$ cat src/rtl/snoop_bus_arbiter_if.sv
// Bus bundle between caches A/B, the snoop_bus_arbiter and the shared main memory.
// slave = arbiter view; master = requester/memory-model view.
interface snoop_bus_arbiter_if #(
  parameter int ADDR_W = 24,
  parameter int DATA_W = 32
);
  logic              req_a;
  logic              rw_a;
  logic [ADDR_W-1:0] addr_a;
  logic [DATA_W-1:0] wdata_a;
  logic              req_b;
  logic              rw_b;
  logic [ADDR_W-1:0] addr_b;
  logic [DATA_W-1:0] wdata_b;
  logic              gnt_a;
  logic              gnt_b;
  logic              done_a;
  logic              done_b;
  logic [DATA_W-1:0] rdata;
  logic              err;
  logic              mem_ar;
  logic              mem_rw_a;
  logic              mem_rw_b;
  logic              mem_snoop_a;
  logic              mem_snoop_b;
  logic [ADDR_W-1:0] mem_addr;
  logic [DATA_W-1:0] mem_wdata;
  logic [DATA_W-1:0] mem_rdata;
  logic              mem_dr;

  modport slave (
    input  req_a, rw_a, addr_a, wdata_a,
    input  req_b, rw_b, addr_b, wdata_b,
    input  mem_rdata, mem_dr,
    output gnt_a, gnt_b, done_a, done_b, rdata, err,
    output mem_ar, mem_rw_a, mem_rw_b, mem_snoop_a, mem_snoop_b,
    output mem_addr, mem_wdata
  );

  modport master (
    output req_a, rw_a, addr_a, wdata_a,
    output req_b, rw_b, addr_b, wdata_b,
    output mem_rdata, mem_dr,
    input  gnt_a, gnt_b, done_a, done_b, rdata, err,
    input  mem_ar, mem_rw_a, mem_rw_b, mem_snoop_a, mem_snoop_b,
    input  mem_addr, mem_wdata
  );
endinterface

$ cat src/rtl/snoop_bus_arbiter.sv
// Two-master (cache A/B) arbiter in front of shared memory with snooper marking and WAIT timeout.
// Optional: define ARB_FIXED_PRIO_EN for fixed A-over-B priority instead of round-robin.
module snoop_bus_arbiter #(
  parameter int ADDR_W  = 24,
  parameter int DATA_W  = 32,
  parameter int TIMEOUT = 15
) (
  input  logic                  SCLK,
  input  logic                  SRST,
  snoop_bus_arbiter_if.slave    bus
);

  typedef enum logic [1:0] {
    ST_IDLE,
    ST_REQ,
    ST_WAIT,
    ST_DONE
  } state_t;

  localparam logic [3:0] TMO_LAST = 4'(TIMEOUT - 1);

  state_t            state, state_nx;
  logic              gnt_a_q, gnt_b_q;
  logic              rw_q;
  logic [ADDR_W-1:0] addr_q;
  logic [DATA_W-1:0] wdata_q;
  logic [DATA_W-1:0] rdata_q;
  logic [3:0]        cnt_q;
  logic              err_q;
  logic              win_a, win_b;
  logic              complete, timeout;
  logic              active;

`ifndef ARB_FIXED_PRIO_EN
  logic              last_gnt_b_q;
`endif

  always_ff @(posedge SCLK) begin
    if (SRST) state <= ST_IDLE;
    else      state <= state_nx;
  end

  always_comb begin
    state_nx = state;
    win_a    = 1'b0;
    win_b    = 1'b0;
    complete = 1'b0;
    timeout  = 1'b0;
    case (state)
      ST_IDLE: begin
`ifdef ARB_FIXED_PRIO_EN
        win_a = bus.req_a;
        win_b = bus.req_b & ~bus.req_a;
`else
        win_a = bus.req_a & (~bus.req_b | last_gnt_b_q);
        win_b = bus.req_b & (~bus.req_a | ~last_gnt_b_q);
`endif
        if (win_a || win_b) state_nx = ST_REQ;
      end
      ST_REQ: state_nx = ST_WAIT;
      ST_WAIT: begin
        // DR in the first WAIT cycle (cnt==0) may be stale from the previous access
        if (cnt_q != '0 && bus.mem_dr) begin
          complete = 1'b1;
          state_nx = ST_DONE;
        end else if (cnt_q == TMO_LAST) begin
          timeout  = 1'b1;
          state_nx = ST_DONE;
        end
      end
      ST_DONE: state_nx = ST_IDLE;
      default: state_nx = ST_IDLE;
    endcase
  end

  always_ff @(posedge SCLK) begin
    if (SRST) begin
      gnt_a_q      <= 1'b0;
      gnt_b_q      <= 1'b0;
      rw_q         <= 1'b0;
      addr_q       <= '0;
      wdata_q      <= '0;
      rdata_q      <= '0;
      cnt_q        <= '0;
      err_q        <= 1'b0;
`ifndef ARB_FIXED_PRIO_EN
      last_gnt_b_q <= 1'b1;
`endif
    end else begin
      case (state)
        ST_IDLE: begin
          if (win_a) begin
            rw_q    <= bus.rw_a;
            addr_q  <= bus.addr_a;
            wdata_q <= bus.wdata_a;
          end else if (win_b) begin
            rw_q    <= bus.rw_b;
            addr_q  <= bus.addr_b;
            wdata_q <= bus.wdata_b;
          end
          gnt_a_q <= win_a;
          gnt_b_q <= win_b;
          err_q   <= 1'b0;
        end
        ST_REQ: cnt_q <= '0;
        ST_WAIT: begin
          if (complete) begin
            if (rw_q) rdata_q <= bus.mem_rdata;
          end else if (timeout) begin
            err_q <= 1'b1;
          end else begin
            cnt_q <= cnt_q + 4'd1;
          end
        end
        ST_DONE: begin
`ifndef ARB_FIXED_PRIO_EN
          last_gnt_b_q <= gnt_b_q;
`endif
          gnt_a_q <= 1'b0;
          gnt_b_q <= 1'b0;
          err_q   <= 1'b0;
        end
        default: ;
      endcase
    end
  end

  always_comb begin
    active          = (state == ST_REQ) || (state == ST_WAIT);
    bus.gnt_a       = gnt_a_q;
    bus.gnt_b       = gnt_b_q;
    bus.rdata       = rdata_q;
    bus.mem_addr    = addr_q;
    bus.mem_wdata   = wdata_q;
    bus.mem_ar      = active;
    bus.mem_rw_a    = active & gnt_a_q & rw_q;
    bus.mem_rw_b    = active & gnt_b_q & rw_q;
    bus.mem_snoop_a = active & gnt_b_q;
    bus.mem_snoop_b = active & gnt_a_q;
    bus.done_a      = (state == ST_DONE) & gnt_a_q;
    bus.done_b      = (state == ST_DONE) & gnt_b_q;
    bus.err         = (state == ST_DONE) & err_q;
  end

endmodule

$ cat src/flat_wrapper.sv
// flat-port wrapper written by rule: the top's interface ports become plain ports
module snoop_bus_arbiter_flat 
#(
  parameter int ADDR_W  = 24,
  parameter int DATA_W  = 32,
  parameter int TIMEOUT = 15
)
  (SCLK, SRST, bus_req_a, bus_rw_a, bus_addr_a, bus_wdata_a, bus_req_b, bus_rw_b, bus_addr_b, bus_wdata_b, bus_mem_rdata, bus_mem_dr, bus_gnt_a, bus_gnt_b, bus_done_a, bus_done_b, bus_rdata, bus_err, bus_mem_ar, bus_mem_rw_a, bus_mem_rw_b, bus_mem_snoop_a, bus_mem_snoop_b, bus_mem_addr, bus_mem_wdata);
  snoop_bus_arbiter_if #(.ADDR_W(ADDR_W), .DATA_W(DATA_W)) bus_i ();
  input  logic SCLK;
  input  logic SRST;
  input wire logic [$bits(bus_i.req_a)-1:0] bus_req_a;
  input wire logic [$bits(bus_i.rw_a)-1:0] bus_rw_a;
  input wire logic [$bits(bus_i.addr_a)-1:0] bus_addr_a;
  input wire logic [$bits(bus_i.wdata_a)-1:0] bus_wdata_a;
  input wire logic [$bits(bus_i.req_b)-1:0] bus_req_b;
  input wire logic [$bits(bus_i.rw_b)-1:0] bus_rw_b;
  input wire logic [$bits(bus_i.addr_b)-1:0] bus_addr_b;
  input wire logic [$bits(bus_i.wdata_b)-1:0] bus_wdata_b;
  input wire logic [$bits(bus_i.mem_rdata)-1:0] bus_mem_rdata;
  input wire logic [$bits(bus_i.mem_dr)-1:0] bus_mem_dr;
  output wire logic [$bits(bus_i.gnt_a)-1:0] bus_gnt_a;
  output wire logic [$bits(bus_i.gnt_b)-1:0] bus_gnt_b;
  output wire logic [$bits(bus_i.done_a)-1:0] bus_done_a;
  output wire logic [$bits(bus_i.done_b)-1:0] bus_done_b;
  output wire logic [$bits(bus_i.rdata)-1:0] bus_rdata;
  output wire logic [$bits(bus_i.err)-1:0] bus_err;
  output wire logic [$bits(bus_i.mem_ar)-1:0] bus_mem_ar;
  output wire logic [$bits(bus_i.mem_rw_a)-1:0] bus_mem_rw_a;
  output wire logic [$bits(bus_i.mem_rw_b)-1:0] bus_mem_rw_b;
  output wire logic [$bits(bus_i.mem_snoop_a)-1:0] bus_mem_snoop_a;
  output wire logic [$bits(bus_i.mem_snoop_b)-1:0] bus_mem_snoop_b;
  output wire logic [$bits(bus_i.mem_addr)-1:0] bus_mem_addr;
  output wire logic [$bits(bus_i.mem_wdata)-1:0] bus_mem_wdata;
  assign bus_i.req_a = bus_req_a;
  assign bus_i.rw_a = bus_rw_a;
  assign bus_i.addr_a = bus_addr_a;
  assign bus_i.wdata_a = bus_wdata_a;
  assign bus_i.req_b = bus_req_b;
  assign bus_i.rw_b = bus_rw_b;
  assign bus_i.addr_b = bus_addr_b;
  assign bus_i.wdata_b = bus_wdata_b;
  assign bus_i.mem_rdata = bus_mem_rdata;
  assign bus_i.mem_dr = bus_mem_dr;
  assign bus_gnt_a = bus_i.gnt_a;
  assign bus_gnt_b = bus_i.gnt_b;
  assign bus_done_a = bus_i.done_a;
  assign bus_done_b = bus_i.done_b;
  assign bus_rdata = bus_i.rdata;
  assign bus_err = bus_i.err;
  assign bus_mem_ar = bus_i.mem_ar;
  assign bus_mem_rw_a = bus_i.mem_rw_a;
  assign bus_mem_rw_b = bus_i.mem_rw_b;
  assign bus_mem_snoop_a = bus_i.mem_snoop_a;
  assign bus_mem_snoop_b = bus_i.mem_snoop_b;
  assign bus_mem_addr = bus_i.mem_addr;
  assign bus_mem_wdata = bus_i.mem_wdata;
  snoop_bus_arbiter #(.ADDR_W(ADDR_W), .DATA_W(DATA_W), .TIMEOUT(TIMEOUT)) u_core (.SCLK(SCLK), .SRST(SRST), .bus(bus_i));
endmodule
$ cat config.mk
export PLATFORM = sky130hd
export DESIGN_NAME = snoop_bus_arbiter_flat
export DESIGN_NICKNAME = d
export VERILOG_FILES = /design/src/rtl/snoop_bus_arbiter_if.sv /design/src/rtl/snoop_bus_arbiter.sv /design/src/flat_wrapper.sv
export SDC_FILE = /design/constraint.sdc
export NUM_CORES = 1
export LEC_CHECK = 0
export CORE_MARGIN = 3
export CORE_UTILIZATION = 40
export CTS_CLUSTER_SIZE = 24
export DETAILED_ROUTE_END_ITERATION = 8
export GPL_ROUTABILITY_DRIVEN = 0
export PLACE_DENSITY = 0.86
export SYNTH_ARGS = -nofsm -noshare
export SYNTH_HDL_FRONTEND = slang
export SYNTH_SLANG_ARGS = --single-unit
export TNS_END_PERCENT = 30
$ cat constraint.sdc
create_clock -name SCLK -period 2.3 [get_ports SCLK]
set_input_delay 0.46 -clock SCLK [delete_from_list [all_inputs] [get_ports SCLK]]
set_output_delay 0.46 -clock SCLK [all_outputs]
set_load 0.03 [all_outputs]
## Word level (Yosys, flattened, before mapping)

Cells that the tools add are included.

| operators by class | value |
|---|---|
| bitwise logic cells | 14 |
| add/subtract/negate cells | 1 |
| eq/ne operators | 9 |
| reduce and logical (&&, ||, !) cells | 15 |
| mux-type cells | 25 |

Operators by type and width:

| operator | number |
|---|---|
| $mux 32 | 2 |
| $mux 24 | 2 |
| $mux 1 | 11 |
| $and 1x1->1 | 9 |
| $reduce_and 3->1 | 3 |
| $mux 4 | 2 |
| $pmux 2 s4 | 1 |
| $pmux 4 s2 | 1 |
| $reduce_bool 2->1 | 4 |
| $mux 2 | 3 |
| $pmux 1 s2 | 3 |
| $add 4x1->4 const B | 1 |
| $eq 2x2->1 const B | 2 |
| $eq 4x4->1 const B | 1 |
| $ne 2x1->1 const B | 2 |
| $ne 2x2->1 const B | 2 |
| $reduce_and 2->1 | 2 |
| $reduce_bool 4->1 | 1 |
| $ne 3x1->1 const B | 1 |
| $not 1->1 | 3 |
| $eq 2x1->1 const B | 1 |
| $logic_not 2->1 | 1 |
| $logic_or 1x1->1 | 2 |
| $or 1x1->1 | 2 |
| other kinds (2) | 2 |

| word-level totals | value |
|---|---|
| logic and storage cells | 74 |
| flip-flop bits (word level) | 99 |
| input bits | 151 |

## Logic depth before layout (Yosys ltp)

Gate-level depths: netlist of run 1.

| depth | value |
|---|---|
| depth after elaboration | 7 |
| depth in mapped cells | 8 |
| mapped depth without buffers | 6 |

## Least setup slack after synthesis of run 1

No wires, ideal clock.

| path | value |
|---|---|
| path type | register -> output |
| start | reg u_core.state[0] |
| end | out bus_mem_rw_b |
| arrival time | 1362 ps |
| cell stages (with the launch flop) | 4 |
| slack | 478 ps |
| path through | dfxtp_1 > inv_1 > ha_1 > and3_1 |

| between the ends | value |
|---|---|
| longest elaborated chain between the ends | 4 |
| elaborated cells between the ends (all ways) | 5 |
| those cells by class | eq/ne: 2; bitwise: 2; reduce/logical: 1 |

RTL lines:

| item | line | text |
|---|---|---|
| start, declared | snoop_bus_arbiter.sv:22 | `state_t state, state_nx;` |
| start signal, assigned | snoop_bus_arbiter.sv:40 | `else state <= state_nx;` |
| $eq 2x1->1 / $eq 2x2->1 (equally long branches) | snoop_bus_arbiter.sv:129 | `active = (state == ST_REQ) \|\| (state == ST_WAIT);` |
| $logic_or 1x1->1 * | snoop_bus_arbiter.sv:129 |  |
| named net bus_mem_ar | flat_wrapper.sv:28 | `output wire logic [$bits(bus_i.mem_ar)-1:0] bus_mem_ar;` |
| $and 1x1->1 * (2 in a row) | snoop_bus_arbiter.sv:137 | `bus.mem_rw_b = active & gnt_b_q & rw_q;` |
| end, declared | flat_wrapper.sv:30 | `output wire logic [$bits(bus_i.mem_rw_b)-1:0] bus_mem_rw_b;` |

Mark *: on every way through the listed nets, which the timed path passes. The rest lies on a longest branch.

## Worst setup path after layout of run 1

| path | value |
|---|---|
| start | reg u_core.state[0] |
| end | out bus_mem_snoop_a |

| between the ends | value |
|---|---|
| longest elaborated chain between the ends | 3 |
| elaborated cells between the ends (all ways) | 4 |
| those cells by class | eq/ne: 2; bitwise: 1; reduce/logical: 1 |

RTL lines:

| item | line | text |
|---|---|---|
| $eq 2x1->1 / $eq 2x2->1 (equally long branches) | snoop_bus_arbiter.sv:129 |  |
| $logic_or 1x1->1 * | snoop_bus_arbiter.sv:129 |  |
| $and 1x1->1 * | snoop_bus_arbiter.sv:138 | `bus.mem_snoop_a = active & gnt_b_q;` |
| end, declared | flat_wrapper.sv:31 | `output wire logic [$bits(bus_i.mem_snoop_a)-1:0] bus_mem_snoop_a;` |

Every way passes the cells marked *; elsewhere a longest branch is shown, timed or not.

==> run metrics, run 1 <==
Place WS=0.1260 ns; WL per Instance=15.96 um; drt via density=5.121; measured slew at the worst slew-check pin=0.4578 ns; Final Cycle Share=90.46%; leak pwr=2.697 nW; initial antenna violation count=0; Post-CTS Setup Inserts=0; share of layout cells above drive strength 1=5.758%; H-Tree Depth=3; EDFF count, synth=0; largest net degree at the start of global routing=58; CP Class=flip-flop to primary output; Synth Instances=471; total negative slack=0 ns; post-place instance area=0.006613 mm2; Yosys top cell area share=49.86%; nets@finish=867; reg2reg end=u_core.bus.mem_wdata[16]; worst reg2reg path startpoint=u_core.state[0]; Die Y=105.7 um; WHS=0.4435 ns; CTS hold repair buffers=0; post-route insts no fill=841; Yosys reg bits=99; post-route minimum period=2.080 ns; CTS tree=yes; number of distinct library cells after synthesis=34; Initial DRT Pass Iterations=4; ys flop type=dfxtp_1; Final Hold Fails=0; total global routing overflow=0; Hold Path Stages=2; worst vdd ir=0.5919 mV; Synth Warn #=0; highest clock rate=480.7 MHz; Avg Synthesized Cell Area=8.440 um2; DP HPWL=10,370 um; r2r setup slk=0.56 ns; first-pass GRT wire length=21,450 um; RSZ-0062 raised after global routing=no; hold path startpoint=u_core.bus.mem_addr[2]; # IOs=249; Max-Cap Viols=0; Total Wirelength=13,420 um; Cell Rows=35; antenna cells=0; Min-Delay Endpoint=u_core.bus.mem_addr[2]; clock latency on the worst-skew pair=0.35 ns; Total GRT Usage=23.70%; vias=4,307; die width=105.7 um; post-synthesis sequential area ratio=49.86%; ys async rst share=0%; Slew Limit Headroom=69.48%; status=completed; post-CTS sizing=8; post-route ant nets=0; Initial DRC Count=252; clock slew at reported path FFs=0.09 ns; Setup violations, final=0; core outline area=0.009459 mm2; critical path launch point=u_core.state[0]; crit end category=primary output; # DRC=0; IO Port Bufs=248; Worst R2R Path Depth=6; CTS Buf Count=9; Hold/Removal Path Class=flip-flop to flip-flop; clk sinks=99; WP data arrival=1.62 ns; setup ws final=0.2195 ns; Critical Path RT=1.84 ns; clock buffer depth=2; post-synthesis net count=631; Startpoint Class=flip-flop; Final Skew=0.01112 ns; placed cell count=825; CTS root buf=clkbuf_8; Pwr per Cell Area=905.6 mW/mm2; Max Fanout on Critical Path=5; Synth area leaders=dfxtp_1, nand2_1, o221ai_1; initial core utilization=42.02%; area grow syn2layout=71.45%; Final Max Tran Viols=0; Netlist Area Pre-Place=0.003975 mm2; design area=0.006815 mm2; number of global-route vias before repair=4,297; Die ar.=0.01117 mm2; post-synth top area cell=dfxtp_1
## power breakdown
part	total (W)	leakage [nW]	switching (W)	internal [W]
clock network	0.00124	0.110	0.000590	0.000649
registers	0.00228	0.809	0.000208	0.00208
logic	0.00265	1.78	0.00152	0.00112
total	0.00617	2.70	0.00232	0.00385
## kinds of logic after synthesis
kind of cell / count (synthesis) / share of synthesized area [%]
muxes: 5 / 1.259
and+or+nand+nor: 206 / 20.68
AOI/OAI and AO/OA: 109 / 20.49
buffers and inverters: 43 / 4.879
adders and majority gates: 9 / 2.833
DFF: 99 / 49.86
## worst max-delay path by stage
stage	cells after the start	endpoint
after floorplan	3	bus_mem_rw_b
after detailed placement	4	bus_mem_snoop_a
after global routing	4	bus_mem_snoop_a
after CTS	4	bus_mem_ar
after global placement	4	bus_mem_ar
final	4	bus_mem_snoop_a
## routing by layer
layer,routed length (um),GRT usage [%],vias up,share of wire (%)
met4,301,8.418,0,2.2
met5,0,0,-,0
met3,1010,7.103,20,7.5
met1,4870,24.22,2020,36
li1,-,-,2109,-
met2,7242,45.22,158,54
## layout by cell type (no fill, tap or decap), types with 2 or more instances in the layout
cell type,count
a21oi_1,36
clkbuf_8,10
nand2_1,184
inv_2,2
and2_1,5
dlygate4sd2_1,3
a211oi_1,2
buf_4,9
nand2b_1,5
o221ai_1,57
and3_1,2
clkbuf_2,4
nor2_1,5
ha_1,9
mux2i_1,5
buf_12,4
o21ai_0,2
clkdlybuf4s50_1,240
dfxtp_1,99
bufinv_16,2
inv_1,6
## area by class of cell
class / count / area [um2]
fillers: 734 / 2644
repair buffers: 260 / 2596
flip-flops and latches: 99 / 1982
multi-input cells: 329 / 1819
well taps: 129 / 161.4
clock buffers: 11 / 141.4
clock inverters: 5 / 85.08
inverters: 8 / 30.03
## registers in the layout, summed over array words and instances, names as in the netlist
signal	cells
u_core.last_gnt_b_q	1
u_core.bus.rdata	32
u_core.bus.gnt_a	1
u_core.state	2
u_core.rw_q	1
u_core.bus.gnt_b	1
u_core.cnt_q	4
u_core.err_q	1
u_core.bus.mem_addr	24
u_core.bus.mem_wdata	32
## cells in the mapped netlist, types with 5 or more instances
master	count
nand2_1	184
dfxtp_1	99
o221ai_1	57
a21oi_1	36
buf_2	23
clkbuf_1	10
ha_1	9
inv_1	6
nor2_1	6
and2_1	5
mux2i_1	5
nand2b_1	5
## worst max-delay path, stage by stage, from the launching register on
cell and delay [ns]:
dfxtp_1 0.39, inv_1 0.11, ha_1 0.38, and2_1 0.17
clkbuf_2 0.22
## metrics by stage
step | total power (W) | util, %
2_1_floorplan | 0.003722 | -
3_3_place_gp | 0.004906 | 69.91
3_5_place_dp | 0.004994 | 69.91
4_1_cts | 0.006239 | 72.22
5_1_grt | 0.006510 | 72.05
6_report | 0.006172 | 72.05
Note: power is estimated with default switching activity, not from simulation.
==> run 2: changes to the inputs <==
--- a/config.mk
+++ b/config.mk
@@ -5,12 +5,11 @@
 export SDC_FILE = /design/constraint.sdc
 export NUM_CORES = 1
 export LEC_CHECK = 0
-export CORE_MARGIN = 3
-export CORE_UTILIZATION = 40
+export CORE_UTILIZATION = 37
 export CTS_CLUSTER_SIZE = 24
 export DETAILED_ROUTE_END_ITERATION = 8
 export GPL_ROUTABILITY_DRIVEN = 0
-export PLACE_DENSITY = 0.86
+export PLACE_DENSITY = 0.81
 export SYNTH_ARGS = -nofsm -noshare
 export SYNTH_HDL_FRONTEND = slang
 export SYNTH_SLANG_ARGS = --single-unit
==> constraint.sdc (replaced) <==
create_clock -name SCLK -period 2 [get_ports SCLK]
set_input_delay 0.4 -clock SCLK [delete_from_list [all_inputs] [get_ports SCLK]]
set_output_delay 0.4 -clock SCLK [all_outputs]
set_load 0.03 [all_outputs]
==> run 2 against run 1 <==
Critical path depth is 1 higher. Global-route usage is 0.19 points lower. Clock power is 5% lower. Cell count is 1.2% higher. Hold slack better by 0.0021 ns. Die area hardly changed. Critical path type unchanged.
==> run metrics, run 2 (synthesized netlist as in run 1, its figures left out) <==
clock buffer depth=2; Die ar.=0.01116 mm2; sequential power share=38.1%; Place WS=-0.01006 ns; Final Hold Fails=0; largest net degree at the start of global routing=37; post-route ant nets=0; IO Port Bufs=248; Clk network pwr share=17.0%; Startpoint Class=flip-flop; CP Class=flip-flop to primary output; CTS Buf Count=9; setup ws final=0.08777 ns; highest clock rate=522.9 MHz; clock slew at reported path FFs=0.09 ns; Final Skew=0.009070 ns; total global routing overflow=0; initial core utilization=38.33%; clk sinks=99; H-Tree Depth=3; Final Cycle Share=95.61%; Pwr per Cell Area=1005 mW/mm2; leak pwr=2.706 nW; met1 usage=25.33%; Max Fanout on Critical Path=7; GRT Max-Usage Layer=met2; crit end category=primary output; WP data arrival=1.51 ns; leading cell type in the layout, fill and taps excluded=clkdlybuf4s50_1; Final Max Tran Viols=0; clock latency on the worst-skew pair=0.35 ns; Setup violations, final=0; Die Y=105.7 um; RSZ-0062 raised after global routing=no; grt met2 use=43.14%; initial antenna violation count=0; WL per Instance=15.30 um; design area=0.006910 mm2; status=completed; measured slew at the worst slew-check pin=0.4335 ns; most frequent cells in the layout=clkdlybuf4s50_1, nand2_1, dfxtp_1, o221ai_1, a21oi_1; area grow syn2layout=73.84%; number of global-route vias before repair=4,370; Int Power=0.004256 W; Logic pwr share=44.9%; vias=4,316; # IOs=249; worst vdd ir=0.5387 mV; Total GRT Usage=23.51%; Slew Limit Headroom=70.80%; Hold/Removal Path Class=flip-flop to flip-flop; CTS root buf=clkbuf_8; post-place instance area=0.006711 mm2; Total Wirelength=13,020 um; die width=105.7 um; Initial DRC Count=203; CTS tree=yes; drt via density=5.072; post-route minimum period=1.912 ns; first-pass GRT wire length=21,060 um; Psw=0.002689 W; share of layout cells above drive strength 1=7.273%; DP HPWL=9940 um; met3 Usage GRT=5.999%; core outline area=0.01037 mm2; # DRC=0; Cell Rows=37; nets@finish=870; switching share of power=38.72%; Initial DRT Pass Iterations=4; Max-Cap Viols=0; antenna cells=0; Critical Path RT=1.60 ns
==> run 2: worst paths after layout <==
check                                              start                        to  slack [ns]  cells after the start
worst max-delay path                     u_core.state[0]              bus_mem_rw_b        0.09                      5
worst min-delay path            u_core.bus.mem_wdata[27]  u_core.bus.mem_wdata[27]        0.45                      2
worst max register to register           u_core.state[0]   u_core.bus.mem_addr[20]        0.28                      7
worst min register to register  u_core.bus.mem_wdata[27]  u_core.bus.mem_wdata[27]        0.45                      2
==> run 2: final cells by class <==
type                    count  area (um2)
multi-input cells         329        1839
flip-flops and latches     99        1987
clock buffers              11       141.4
clock inverters             5       37.54
repair buffers            263        2705
inverters                   8       30.03
well taps                 136       170.2
fillers                   825        3460
==> run 2: metal layers <==
| metal | share of wire [%] | routed length, um |
|---|---|---|
| met1 | 38 | 4961 |
| met2 | 51 | 6669 |
| met3 | 7.6 | 983 |
| met4 | 3.1 | 403 |
| met5 | 0 | 0 |
==> run 2: critical path, cell delays in order (launching register included) <==
cell and delay (ns):
dfxtp_4 0.38, inv_2 0.07, ha_4 0.26, buf_4 0.14, and3_4 0.20, buf_12 0.12
==> run 2: through the flow <==
stage | TNS, ns | hold WS [ns] | utilization [%] | std cells | power, W
finish | 0 | 0.4456 | 66.64 | 851 | 0.006945
global route | 0 | 0.4580 | 66.64 | 851 | 0.007324
CTS | 0 | 0.4486 | 66.53 | 851 | 0.006975
detailed placement | -0.01006 | 0.4340 | 64.72 | 835 | 0.005791
global placement | 0 | 0.4292 | 64.72 | 835 | 0.005710
floorplan | 0 | 0.4522 | - | 471 | 0.004281
==> run 2: repair_timing <==
| item | CTS | global route |
|---|---|---|
| setup endpoints to repair | 8 | 5 |
| hold buffers | 0 | 0 |
| endpoints found under the hold margin | 0 | 0 |
| resized for setup | 12 | 3 |
| setup buffers | 0 | 0 |
==> run 2: power groups by stage <==
stage | clock, W | sequential, W | combinational (W)
after floorplan | 0 | 0.00339 | 0.000887
after global placement | 0 | 0.00265 | 0.00306
after detailed placement | 0 | 0.00268 | 0.00311
after CTS | 0.00121 | 0.00265 | 0.00312
after global routing | 0.00131 | 0.00270 | 0.00332
final | 0.00118 | 0.00265 | 0.00312
